$ cat src/rtl/multiply_pkg.sv
// rtl/multiply_pkg.sv - shared constants and state type for the iterative multiplier
package multiply_pkg;

    localparam int WIDTH_DEF = 32;
    localparam int CNT_W     = $clog2(WIDTH_DEF + 1);

    typedef enum logic [1:0] {
        IDLE = 2'd0,
        RUN  = 2'd1,
        DONE = 2'd2
    } state_t;

endpackage

$ cat src/rtl/multiply_if.sv
// rtl/multiply_if.sv - request/result bundle between a multiply client and the multiplier
interface multiply_if #(
    parameter int WIDTH = 32
);

    logic                 mult_begin;
    logic [WIDTH-1:0]     mult_op1;
    logic [WIDTH-1:0]     mult_op2;
    logic [2*WIDTH-1:0]   product;
    logic                 mult_end;

    modport master (
        output mult_begin,
        output mult_op1,
        output mult_op2,
        input  product,
        input  mult_end
    );

    modport slave (
        input  mult_begin,
        input  mult_op1,
        input  mult_op2,
        output product,
        output mult_end
    );

endinterface

$ cat src/rtl/multiply_abs.sv
// rtl/multiply_abs.sv - two's complement magnitude and sign of one operand
module multiply_abs #(
    parameter int WIDTH = 32
) (
    input  logic [WIDTH-1:0] val,
    output logic [WIDTH-1:0] mag,
    output logic             neg
);

    // The most negative value negates to itself, which is its correct unsigned magnitude.
    assign neg = val[WIDTH-1];
    assign mag = neg ? (~val + WIDTH'(1)) : val;

endmodule

$ cat src/rtl/multiply.sv
// rtl/multiply.sv - radix-2 shift-add signed multiplier, WIDTH iterations per product
module multiply
    import multiply_pkg::*;
#(
    parameter int WIDTH = WIDTH_DEF
) (
    input  logic       clk,
    input  logic       rst_n,
    multiply_if.slave  bus
);

    localparam int              CW   = $clog2(WIDTH + 1);
    localparam logic [CW-1:0]   LAST = CW'(WIDTH - 1);

    state_t               state;
    logic [CW-1:0]        cnt;
    logic [2*WIDTH-1:0]   mcand;
    logic [WIDTH-1:0]     mplier;
    logic [2*WIDTH-1:0]   acc;
    logic                 sign;
    logic [2*WIDTH-1:0]   product_q;
    logic                 end_q;

    logic [WIDTH-1:0]     mag1;
    logic [WIDTH-1:0]     mag2;
    logic                 neg1;
    logic                 neg2;
    logic [2*WIDTH-1:0]   addend;
    logic [2*WIDTH-1:0]   acc_next;

    multiply_abs #(.WIDTH(WIDTH)) u_abs1 (
        .val (bus.mult_op1),
        .mag (mag1),
        .neg (neg1)
    );

    multiply_abs #(.WIDTH(WIDTH)) u_abs2 (
        .val (bus.mult_op2),
        .mag (mag2),
        .neg (neg2)
    );

    assign addend   = mplier[0] ? mcand : '0;
    assign acc_next = acc + addend;

    assign bus.product  = product_q;
    assign bus.mult_end = end_q;

    always_ff @(posedge clk or negedge rst_n) begin
        if (!rst_n) begin
            state     <= IDLE;
            cnt       <= '0;
            mcand     <= '0;
            mplier    <= '0;
            acc       <= '0;
            sign      <= 1'b0;
            product_q <= '0;
            end_q     <= 1'b0;
        end else begin
            end_q <= 1'b0;
            case (state)
                IDLE, DONE: begin
                    if (bus.mult_begin) begin
                        mcand  <= {{WIDTH{1'b0}}, mag1};
                        mplier <= mag2;
                        sign   <= neg1 ^ neg2;
                        acc    <= '0;
                        cnt    <= '0;
                        state  <= RUN;
                    end else begin
                        state  <= IDLE;
                    end
                end
                RUN: begin
                    // Dropping the request abandons the operation; product is left untouched.
                    if (!bus.mult_begin) begin
                        state <= IDLE;
                    end else begin
                        acc    <= acc_next;
                        mcand  <= mcand << 1;
                        mplier <= mplier >> 1;
                        cnt    <= cnt + CW'(1);
                        if (cnt == LAST) begin
                            product_q <= sign ? (~acc_next + (2*WIDTH)'(1)) : acc_next;
                            end_q     <= 1'b1;
                            state     <= DONE;
                        end
                    end
                end
                default: state <= IDLE;
            endcase
        end
    end

endmodule

$ cat src/flat_wrapper.sv
// flat-port wrapper written by rule: the top's interface ports become plain ports
module multiply_flat import multiply_pkg::*;
#(
    parameter int WIDTH = WIDTH_DEF
)
  (clk, rst_n, bus_mult_begin, bus_mult_op1, bus_mult_op2, bus_product, bus_mult_end);
  multiply_if #(.WIDTH(WIDTH)) bus_i ();
  input  logic clk;
  input  logic rst_n;
  input wire logic [$bits(bus_i.mult_begin)-1:0] bus_mult_begin;
  input wire logic [$bits(bus_i.mult_op1)-1:0] bus_mult_op1;
  input wire logic [$bits(bus_i.mult_op2)-1:0] bus_mult_op2;
  output wire logic [$bits(bus_i.product)-1:0] bus_product;
  output wire logic [$bits(bus_i.mult_end)-1:0] bus_mult_end;
  assign bus_i.mult_begin = bus_mult_begin;
  assign bus_i.mult_op1 = bus_mult_op1;
  assign bus_i.mult_op2 = bus_mult_op2;
  assign bus_product = bus_i.product;
  assign bus_mult_end = bus_i.mult_end;
  multiply #(.WIDTH(WIDTH)) u_core (.clk(clk), .rst_n(rst_n), .bus(bus_i));
endmodule
$ cat config.mk
export PLATFORM = sky130hd
export DESIGN_NAME = multiply_flat
export DESIGN_NICKNAME = d
export VERILOG_FILES = /design/src/rtl/multiply_pkg.sv /design/src/rtl/multiply_if.sv /design/src/rtl/multiply_abs.sv /design/src/rtl/multiply.sv /design/src/flat_wrapper.sv
export SDC_FILE = /design/constraint.sdc
export NUM_CORES = 1
export LEC_CHECK = 0
export CAP_MARGIN = 20
export CORE_ASPECT_RATIO = 0.6
export CORE_MARGIN = 2
export CORE_UTILIZATION = 40
export CTS_CLUSTER_DIAMETER = 40
export DETAILED_ROUTE_END_ITERATION = 7
export SLEW_MARGIN = 25
export SYNTH_ARGS = -nofsm -noshare
export SYNTH_HDL_FRONTEND = slang
export SYNTH_HIERARCHICAL = 1
export SYNTH_SLANG_ARGS = --single-unit
$ cat constraint.sdc
create_clock -name clk -period 6.04 [get_ports clk]
set_input_delay 0.906 -clock clk [delete_from_list [all_inputs] [get_ports clk]]
set_output_delay 0.906 -clock clk [all_outputs]
set_load 0.01 [all_outputs]
# After elaboration in Yosys (flattened, before gate mapping)
# Cells that the tools add are included.
dict set report totals {
  output_inout_bits 65
  inputBits 67
  word_cells 52
  regBits 234
}
dict set report op_classes {
  n_eq_ne 6
  reduce_logical 6
  addsub 5
  n_bitwise 4
  muxes 23
}
# operator count
set op_table {}
lappend op_table {{64-bit two-way mux} 6}
lappend op_table {{64-bit case mux with 2 select lines} 2}
lappend op_table {{32-bit two-way mux} 4}
lappend op_table {{32-bit by 1-bit adder with 32-bit output, second input constant} 2}
lappend op_table {{64-bit by 1-bit adder with 64-bit output, second input constant} 1}
lappend op_table {{64-bit adder} 1}
lappend op_table {{32-bit inverter} 2}
lappend op_table {{64-bit inverter} 1}
lappend op_table {{32-bit case mux with 2 select lines} 1}
lappend op_table {{6-bit two-way mux} 2}
lappend op_table {{6-bit case mux with 2 select lines} 1}
lappend op_table {{6-bit by 1-bit adder with 6-bit output, second input constant} 1}
lappend op_table {{6-bit by 5-bit equality test with 1-bit output, second input constant} 1}
lappend op_table {{3-bit AND reduction} 2}
lappend op_table {{1-bit two-way mux} 4}
lappend op_table {{2-bit two-way mux} 2}
lappend op_table {{2-bit inequality test, second input constant} 2}
lappend op_table {{2-bit case mux with 2 select lines} 1}
lappend op_table {{3-bit by 2-bit inequality test with 1-bit output, second input constant} 1}
lappend op_table {{2-bit by 1-bit equality test with 1-bit output, second input constant} 1}
lappend op_table {{2-bit equality test, second input constant} 1}
lappend op_table {{2-bit logical NOT} 1}
lappend op_table {{2-bit AND reduction} 1}
lappend op_table {{2-bit nonzero test} 1}
lappend op_table {{other kinds (2)} 2}

# Longest topological paths before layout
# Gate-level depths: netlist (run 1).
dict set report logic_depth {
  depth_word 5
  depth_mapped 19
}

# Hierarchy
# The synthesis (run 1) kept the hierarchy.
# module instances area_each_um2 cells_each
set by_module_without_submodules {}
lappend by_module_without_submodules {multiply 1 16530.9 1997}
lappend by_module_without_submodules {multiply_abs 2 784.5 103}

# Worst setup path before layout (run 1)
# OpenSTA, ideal clock, no wires.
dict set report synth_timing {
  kind {reg2reg}
  start {register u_core.mplier[0]}
  end {register u_core.product_q[60], in the netlist u_core/bus.product[60]}
  setup_time_ps 104
  slack_ps 1337
  stages_incl_launch_ff 19
  t_required_ps 5936
  arrival_ps 4599
  cell_sequence {dfrtp_1 clkbuf_1 clkbuf_1 and2_1 ha_1 inv_1 fa_1 and2b_1 o211a_1 o21ai_0 or4_1 a32oi_1 o2111ai_1 or3_1 buf_2 or4b_4 nor3_1 or4b_1 o311ai_1}
}
dict set report synth_between {
  elab_chain_cells 5
}
# element line
set synth_rtl {}
lappend synth_rtl {{start, declared} multiply.sv:18} ;# logic [WIDTH-1:0] mplier;
lappend synth_rtl {{start signal, assigned} multiply.sv:65} ;# mplier <= mag2;
lappend synth_rtl {{start signal, assigned} multiply.sv:81} ;# mplier <= mplier >> 1;
lappend synth_rtl {{64-bit two-way mux (*)} multiply.sv:43} ;# assign addend = mplier[0] ? mcand : '0;
lappend synth_rtl {{64-bit adder (*)} multiply.sv:44} ;# assign acc_next = acc + addend;
lappend synth_rtl {{64-bit inverter} multiply.sv:84} ;# product_q <= sign ? (~acc_next + (2*WIDTH)'(1)) : acc_next;
lappend synth_rtl {{64-bit by 1-bit adder with 64-bit output} multiply.sv:84}
lappend synth_rtl {{64-bit two-way mux (*)} multiply.sv:84}
lappend synth_rtl {{end signal, assigned} multiply.sv:84}
lappend synth_rtl {{end, declared} multiply.sv:21} ;# logic [2*WIDTH-1:0] product_q;
# Mark *: on every way between the ends. The rest lies on a longest branch, timed or not.
# A chain may end at the register's enable or synchronous reset.

# Final worst setup path (run 1)
dict set report layout_timing {
  start {register u_core.mcand[0]}
  end {register u_core.product_q[60], in the netlist u_core/bus.product[60]}
}
dict set report layout_between {
  elab_chain_cells 5
}
# element line
set layout_rtl {}
lappend layout_rtl {{start, declared} multiply.sv:17} ;# logic [2*WIDTH-1:0] mcand;
lappend layout_rtl {{start signal, assigned} multiply.sv:64} ;# mcand <= {{WIDTH{1'b0}}, mag1};
lappend layout_rtl {{start signal, assigned} multiply.sv:80} ;# mcand <= mcand << 1;
lappend layout_rtl {{64-bit two-way mux (*)} multiply.sv:43}
lappend layout_rtl {{64-bit adder (*)} multiply.sv:44}
lappend layout_rtl {{64-bit inverter} multiply.sv:84}
lappend layout_rtl {{64-bit by 1-bit adder with 64-bit output} multiply.sv:84}
lappend layout_rtl {{64-bit two-way mux (*)} multiply.sv:84}
# Marked as above.

==> flow_summary.toml, run 1 <==
[outcome]
outcome = "finished, final reports clean"

[timing]
report.final.slew_viol_count = 0
max_freq_ghz = 0.1752
fin_crit_ns = 5.707
period_share = 0.9449
grt_setup_unrepaired = "false"
fin_setup_tns_ns = 0
timing.slew.headroom = 0.2190
finalClockSkew_ns = 0.01258
worstMarginPinSlew_ns = 1.156
finalSetupViolCount = 0
fin_ws_ns = 0.3326
hold_violations = 0
hold_slack_ns = 0.3180

[global_route]
grt_usage = 0.2568
grt_max_degree = 137
antenna_found_initial = 1
grt_pass1_wl_um = 95880
grt.overflow.total = 0
grt_pass1_vias = 16070

[yosys]
synth.cell_area_sq_mm = 0.01810
synth.avg_cell_area_sq_um = 8.216
yosysTopAreaCell = "dfrtp_1"
synth.distinct_cells = 96
yosysTopAreaCellShare = 0.3235
synth_nets = 2338
synth_seq_cells = 234
synth_ff_type = "dfrtp_1"
seq_area_frac_synth = 0.3235
synth_cells = 2203
async_flop_share = 1.000
yosys_warnings = 6
synth_area_leaders = "dfrtp_1 (32%), o21ai_0 (5.9%), xnor2_1 (4.7%), ha_1 (4.6%), nand2_1 (4.4%)"
synth_edf_count = 0

[layout]
final_util = 0.4684
fin_area_sq_mm = 0.02096
drive_above_1_share = 0.07422
final_cells = 2866
final_net_count = 2388
areaGrowthSynthToFinish_pct = 15.78
num_antenna_cells = 0

[floorplan]
ioPinCount = 132
dieArea_sq_mm = 0.04702
die_w_um = 278.6
die_h_um = 168.8
row_count = 60
fp.coreArea_sq_mm = 0.04474
start_util = 0.4045

[clock_network]
cts_hold_buffers = 0
cts_sinks = 234
ctsRootBufferMaster = "clkbuf_16"
cts_resized = 0
clkTransAtPathRegs_ns = 0.06
clock_path_buffers = 3
cts_setup_buffers = 0
cts-buffers-inserted = 31
insertion_delay_ns = 0.58
htreeDepth = 1
cts_tree = "built"

[setup_path]
r2r_setup_slack_ns = 0.33
path_max_fanout = 12
crit_chain = "and2_1 > ha_1 > inv_1 > fa_1 > and2b_1 > o211a_1 > o21ai_1 > and3_1 > o41ai_1 > xor2_1 > nor4_1 > or4b_4 > nor3_1 > or4b_1 > o311ai_1"
end_kind = "flop"
r2r_end = "u_core/bus.product[60]$_DFFE_PN0P_"
cp_slowest_stage_delay_ns = 1.03
reg2reg_from = "u_core/mcand[0]$_DFFE_PN0P_"
worstSetupPathType = "flop to flop"
path_delay_family = "simple AND/OR/NAND/NOR gates"
r2r_cells = 15
worst-path-buf-inv = 1
cp.required_ns = 6.51
crit_slowest_cell = "o41ai_1"
worstPathArrival_ns = 6.17
cp-start-kind = "flop"

[power]
p_int_mw = 3.959
ir_drop_mv = 0.2149
finalPower_mw = 6.836
leakage_nw = 8.813
pwr-share-comb = 0.434
p_switching_mw = 2.877
p_clk_frac = 0.289
p_per_area_mw_per_mm2 = 326.2
p_seq_frac = 0.277
swShare = 0.4209

[placement]
dp.cells = 2809
io_buffers = 131
gp_congestion = 0.9669
post-place-ws_ns = 0.5048
hpwlAfterDp_um = 46400
place_area_sq_mm = 0.01986

[min_path]
worstHoldPathType = "input pin to async pin"

[drt]
drc = 0
wirelength_um = 61710
via_count = 17540
wl_per_cell_um = 21.53
first_pass_iters = 5
ant_nets = 0
via_per_inst = 6.118
drtIter0Drc = 1809

[flow_run]
maxCapViolCount = 0
cell usage after synthesis (13+ instances only):
library cell / n
o21ai_1: 39
nor2_1: 84
nor4_1: 16
nand2b_1: 16
o211ai_1: 14
or3_1: 22
a211oi_1: 13
and3_1: 16
a22o_1: 82
buf_1: 17
nand3_1: 89
o22ai_1: 66
a21o_1: 21
xor2_1: 51
o21a_1: 28
inv_1: 90
ha_1: 67
xnor2_1: 97
nand2_1: 213
o41ai_1: 14
dfrtp_1: 234
a21oi_1: 153
and2_1: 84
o31ai_1: 42
nor3_1: 40
clkbuf_1: 119
nand4_1: 44
o21ai_0: 214
power groups by stage:
stage                     Sequential (mW)  Clock (mW)  Combinational, mW
after floorplan                      1.84           0               2.04
after global placement               1.91           0               2.85
after detailed placement             1.91           0               2.87
after CTS                            1.89        2.03               2.89
after global routing                 1.91        2.10               3.21
final                                1.89        1.98               2.97
worst max-delay path by stage:
stage / start / to / slack [ns] / depth (start not counted)
2_1_floorplan: u_core/mplier[0]$_DFFE_PN0P_ / u_core/bus.product[60]$_DFFE_PN0P_ / 1.34 / 18
3_5_place_dp: u_core/mplier[0]$_DFFE_PN0P_ / u_core/bus.product[60]$_DFFE_PN0P_ / 0.50 / 14
6_report: u_core/mcand[0]$_DFFE_PN0P_ / u_core/bus.product[60]$_DFFE_PN0P_ / 0.33 / 15
3_3_place_gp: u_core/mcand[0]$_DFFE_PN0P_ / u_core/bus.product[60]$_DFFE_PN0P_ / 0.51 / 15
5_1_grt: u_core/mcand[0]$_DFFE_PN0P_ / u_core/bus.product[60]$_DFFE_PN0P_ / 0.15 / 15
4_1_cts: u_core/mplier[0]$_DFFE_PN0P_ / u_core/bus.product[60]$_DFFE_PN0P_ / 0.47 / 14
kinds of logic after synthesis:
family / share of synthesized area
simple gates: 0.2047
buf+inv: 0.05288
compound gates: 0.2941
mux: 0.005807
fa+ha+maj: 0.04742
flops: 0.3235
xor+xnor: 0.07162
layout by cell type, fill, tap and decap left out, drive strengths merged, types with 16 or more instances in the layout:
cell / count
buf: 42
o21a: 28
a21o: 22
a22o: 82
a21oi: 158
and3: 16
o41ai: 25
nand3: 93
xnor2: 97
dfrtp: 234
nand2b: 16
nor4: 20
and2: 84
nor2: 84
o21ai: 254
nand2: 219
clkdlybuf4s50: 127
o31ai: 47
o22ai: 66
inv: 97
clkbuf: 37
ha: 67
or3: 26
xor2: 51
nand4: 44
nor3: 40
flip-flops by register name (all words and copies together), names as in the netlist:
| register | flops |
|---|---|
| u_core/bus.product | 64 |
| u_core/sign | 1 |
| u_core/acc | 64 |
| u_core/mplier | 32 |
| u_core/state | 2 |
| u_core/bus.mult_end | 1 |
| u_core/mcand | 64 |
| u_core/cnt | 6 |
layout make-up:
class | count | area, sq um
multi-input cells | 1727 | 11310
inverters | 90 | 337.8
clock buffers | 37 | 818.3
repair buffers | 169 | 1614
well taps | 589 | 737.0
fillers | 4353 | 23790
clock inverters | 20 | 285.3
flip-flops and latches | 234 | 5858
routing by layer:
metal,part of all wire,up-vias,track usage,wire length (um)
met5,0,-,0,0
met4,0.019,0,0.05236,1175
met3,0.080,72,0.04790,4965
met2,0.37,669,0.3312,22910
met1,0.53,8544,0.4270,32650
li1,-,8250,-,-
Note: power is estimated with default switching activity, not from simulation.
==> inputs of run 2 (changes only) <==
Settings changed: CORE_MARGIN 2 to unset.
==> flow_summary.toml, run 2 (synthesis results as in run 1) <==
[timing]
fin_setup_tns_ns = 0
grt_setup_unrepaired = "false"
report.final.slew_viol_count = 0
hold_violations = 0
fin_crit_ns = 5.791
period_share = 0.9588
max_freq_ghz = 0.1727
hold_slack_ns = 0.3574
worstMarginPinSlew_ns = 1.051
finalClockSkew_ns = 0.02074
finalSetupViolCount = 0
timing.slew.headroom = 0.2991
fin_ws_ns = 0.2486

[power]
p_per_area_mw_per_mm2 = 327.4
ir_drop_mv = 0.1790
leakage_nw = 8.875

[global_route]
grt_usage = 0.2679
grt.overflow.total = 0
grt_pass1_wl_um = 97810
grt_max_degree = 144
grt_pass1_vias = 16480
antenna_found_initial = 0

[layout]
final_cell_mix = "dfrtp_1 (232), o21ai_0 (214), nand2_1 (211), a21oi_1 (153), clkdlybuf4s50_1 (127)"
areaGrowthSynthToFinish_pct = 16.11
final_common_cell = "dfrtp_1"
final_cells = 2867
final_net_count = 2398
num_antenna_cells = 0
drive_above_1_share = 0.07955

[setup_path]
reg2reg_from = "u_core/mplier[0]$_DFFE_PN0P_"
critPathLaunch = "u_core/mplier[0]$_DFFE_PN0P_"
cp.required_ns = 6.45
r2r_end = "u_core/bus.product[60]$_DFFE_PN0P_"
r2r_setup_slack_ns = 0.25
end_kind = "flop"
endpoint = "u_core/bus.product[60]$_DFFE_PN0P_"
path_max_fanout = 20
r2r_cells = 14
worstSetupPathType = "flop to flop"
worstPathArrival_ns = 6.20
cp-start-kind = "flop"

[clock_network]
cts_sinks = 234
ctsRootBufferMaster = "clkbuf_16"
cts_tree = "built"
cts-buffers-inserted = 34
htreeDepth = 2
clock_path_buffers = 3
cts_setup_buffers = 0
cts_hold_buffers = 0
insertion_delay_ns = 0.53
clkTransAtPathRegs_ns = 0.07

[placement]
io_buffers = 131
dp.cells = 2806
gp_congestion = 1.001
hpwlAfterDp_um = 47190
post-place-ws_ns = 0.4591

[floorplan]
die_h_um = 166.8
die_w_um = 276.6
ioPinCount = 132
start_util = 0.4114
fp.coreArea_sq_mm = 0.04400
row_count = 59
dieArea_sq_mm = 0.04613

[outcome]
outcome = "finished, final reports clean"

[drt]
wirelength_um = 62800
wl_per_cell_um = 21.90
drtIter0Drc = 1533
first_pass_iters = 8
via_per_inst = 6.150
via_count = 17630
drc = 0
ant_nets = 0

[min_path]
worstHoldPathType = "input pin to async pin"

[flow_run]
maxCapViolCount = 0
run 2: cell count changes in the layout (fill, tap and decap cells not counted), moves of 3 or more:
cell	delta
buf_4	+7
inv_6	+5
bufinv_16	-4
clkinvlp_4	-4
clkbuf_16	+3
clkinv_4	+3
run 2: critical path, cell delays in order (launching register included):
cell and delay (ns):
dfrtp_1 0.64, buf_4 0.28, and2_1 0.14, ha_1 0.51
nand4_1 0.29, nor3_1 0.38, o311ai_1 0.20, o2111ai_1 0.44
xor2_1 0.34, a2111oi_0 0.53, nand4bb_1 0.29, or4b_4 0.75
nor3_1 0.27, or4b_1 0.46, o311ai_1 0.11
run 2: power breakdown:
part | switching [mW] | internal, mW | total, mW
logic | 1.95 | 1.04 | 2.99
clock network | 0.847 | 1.16 | 2.00
registers | 0.156 | 1.73 | 1.89
run 2: area by class of cell:
| class | count | area (sq um) |
|---|---|---|
| fillers | 4358 | 22980 |
| multi-input cells | 1727 | 11310 |
| flip-flops and latches | 234 | 5858 |
| repair buffers | 176 | 1658 |
| clock buffers | 39 | 899.6 |
| well taps | 579 | 724.4 |
| inverters | 90 | 337.8 |
| clock inverters | 22 | 231.5 |
run 2: per-stage QoR:
stage | power, mW | utilization | instance area, sq um
2_1_floorplan | 3.875 | - | 18100
3_3_place_gp | 4.777 | 0.4521 | 19890
3_5_place_dp | 4.802 | 0.4520 | 19890
4_1_cts | 6.850 | 0.4777 | 21020
5_1_grt | 7.261 | 0.4776 | 21020
6_report | 6.881 | 0.4776 | 21020
run 2: worst min path at each step:
stage	start	end	slack [ns]
after floorplan	u_core/cnt[5]$_DFFE_PN0P_	u_core/cnt[5]$_DFFE_PN0P_	0.45
after CTS	rst_n	u_core/mcand[48]$_DFFE_PN0P_	0.39
after global placement	u_core/bus.product[6]$_DFFE_PN0P_	u_core/bus.product[6]$_DFFE_PN0P_	0.46
after global routing	rst_n	u_core/mcand[47]$_DFFE_PN0P_	0.42
after detailed placement	u_core/bus.product[6]$_DFFE_PN0P_	u_core/bus.product[6]$_DFFE_PN0P_	0.46
final	rst_n	u_core/bus.product[52]$_DFFE_PN0P_	0.36
run 2: metal layers:
metal	share of wire	vias to the layer above	global-route usage
li1	-	8289	-
met1	0.51	8621	0.4323
met2	0.38	644	0.3528
met3	0.083	77	0.05556
met4	0.020	0	0.06014
met5	0	-	0
run 2: what timing repair did:
action,4_1_cts,5_1_grt
resized for setup,0,1
endpoints found under the hold margin,0,0
endpoints found under the setup margin,0,1
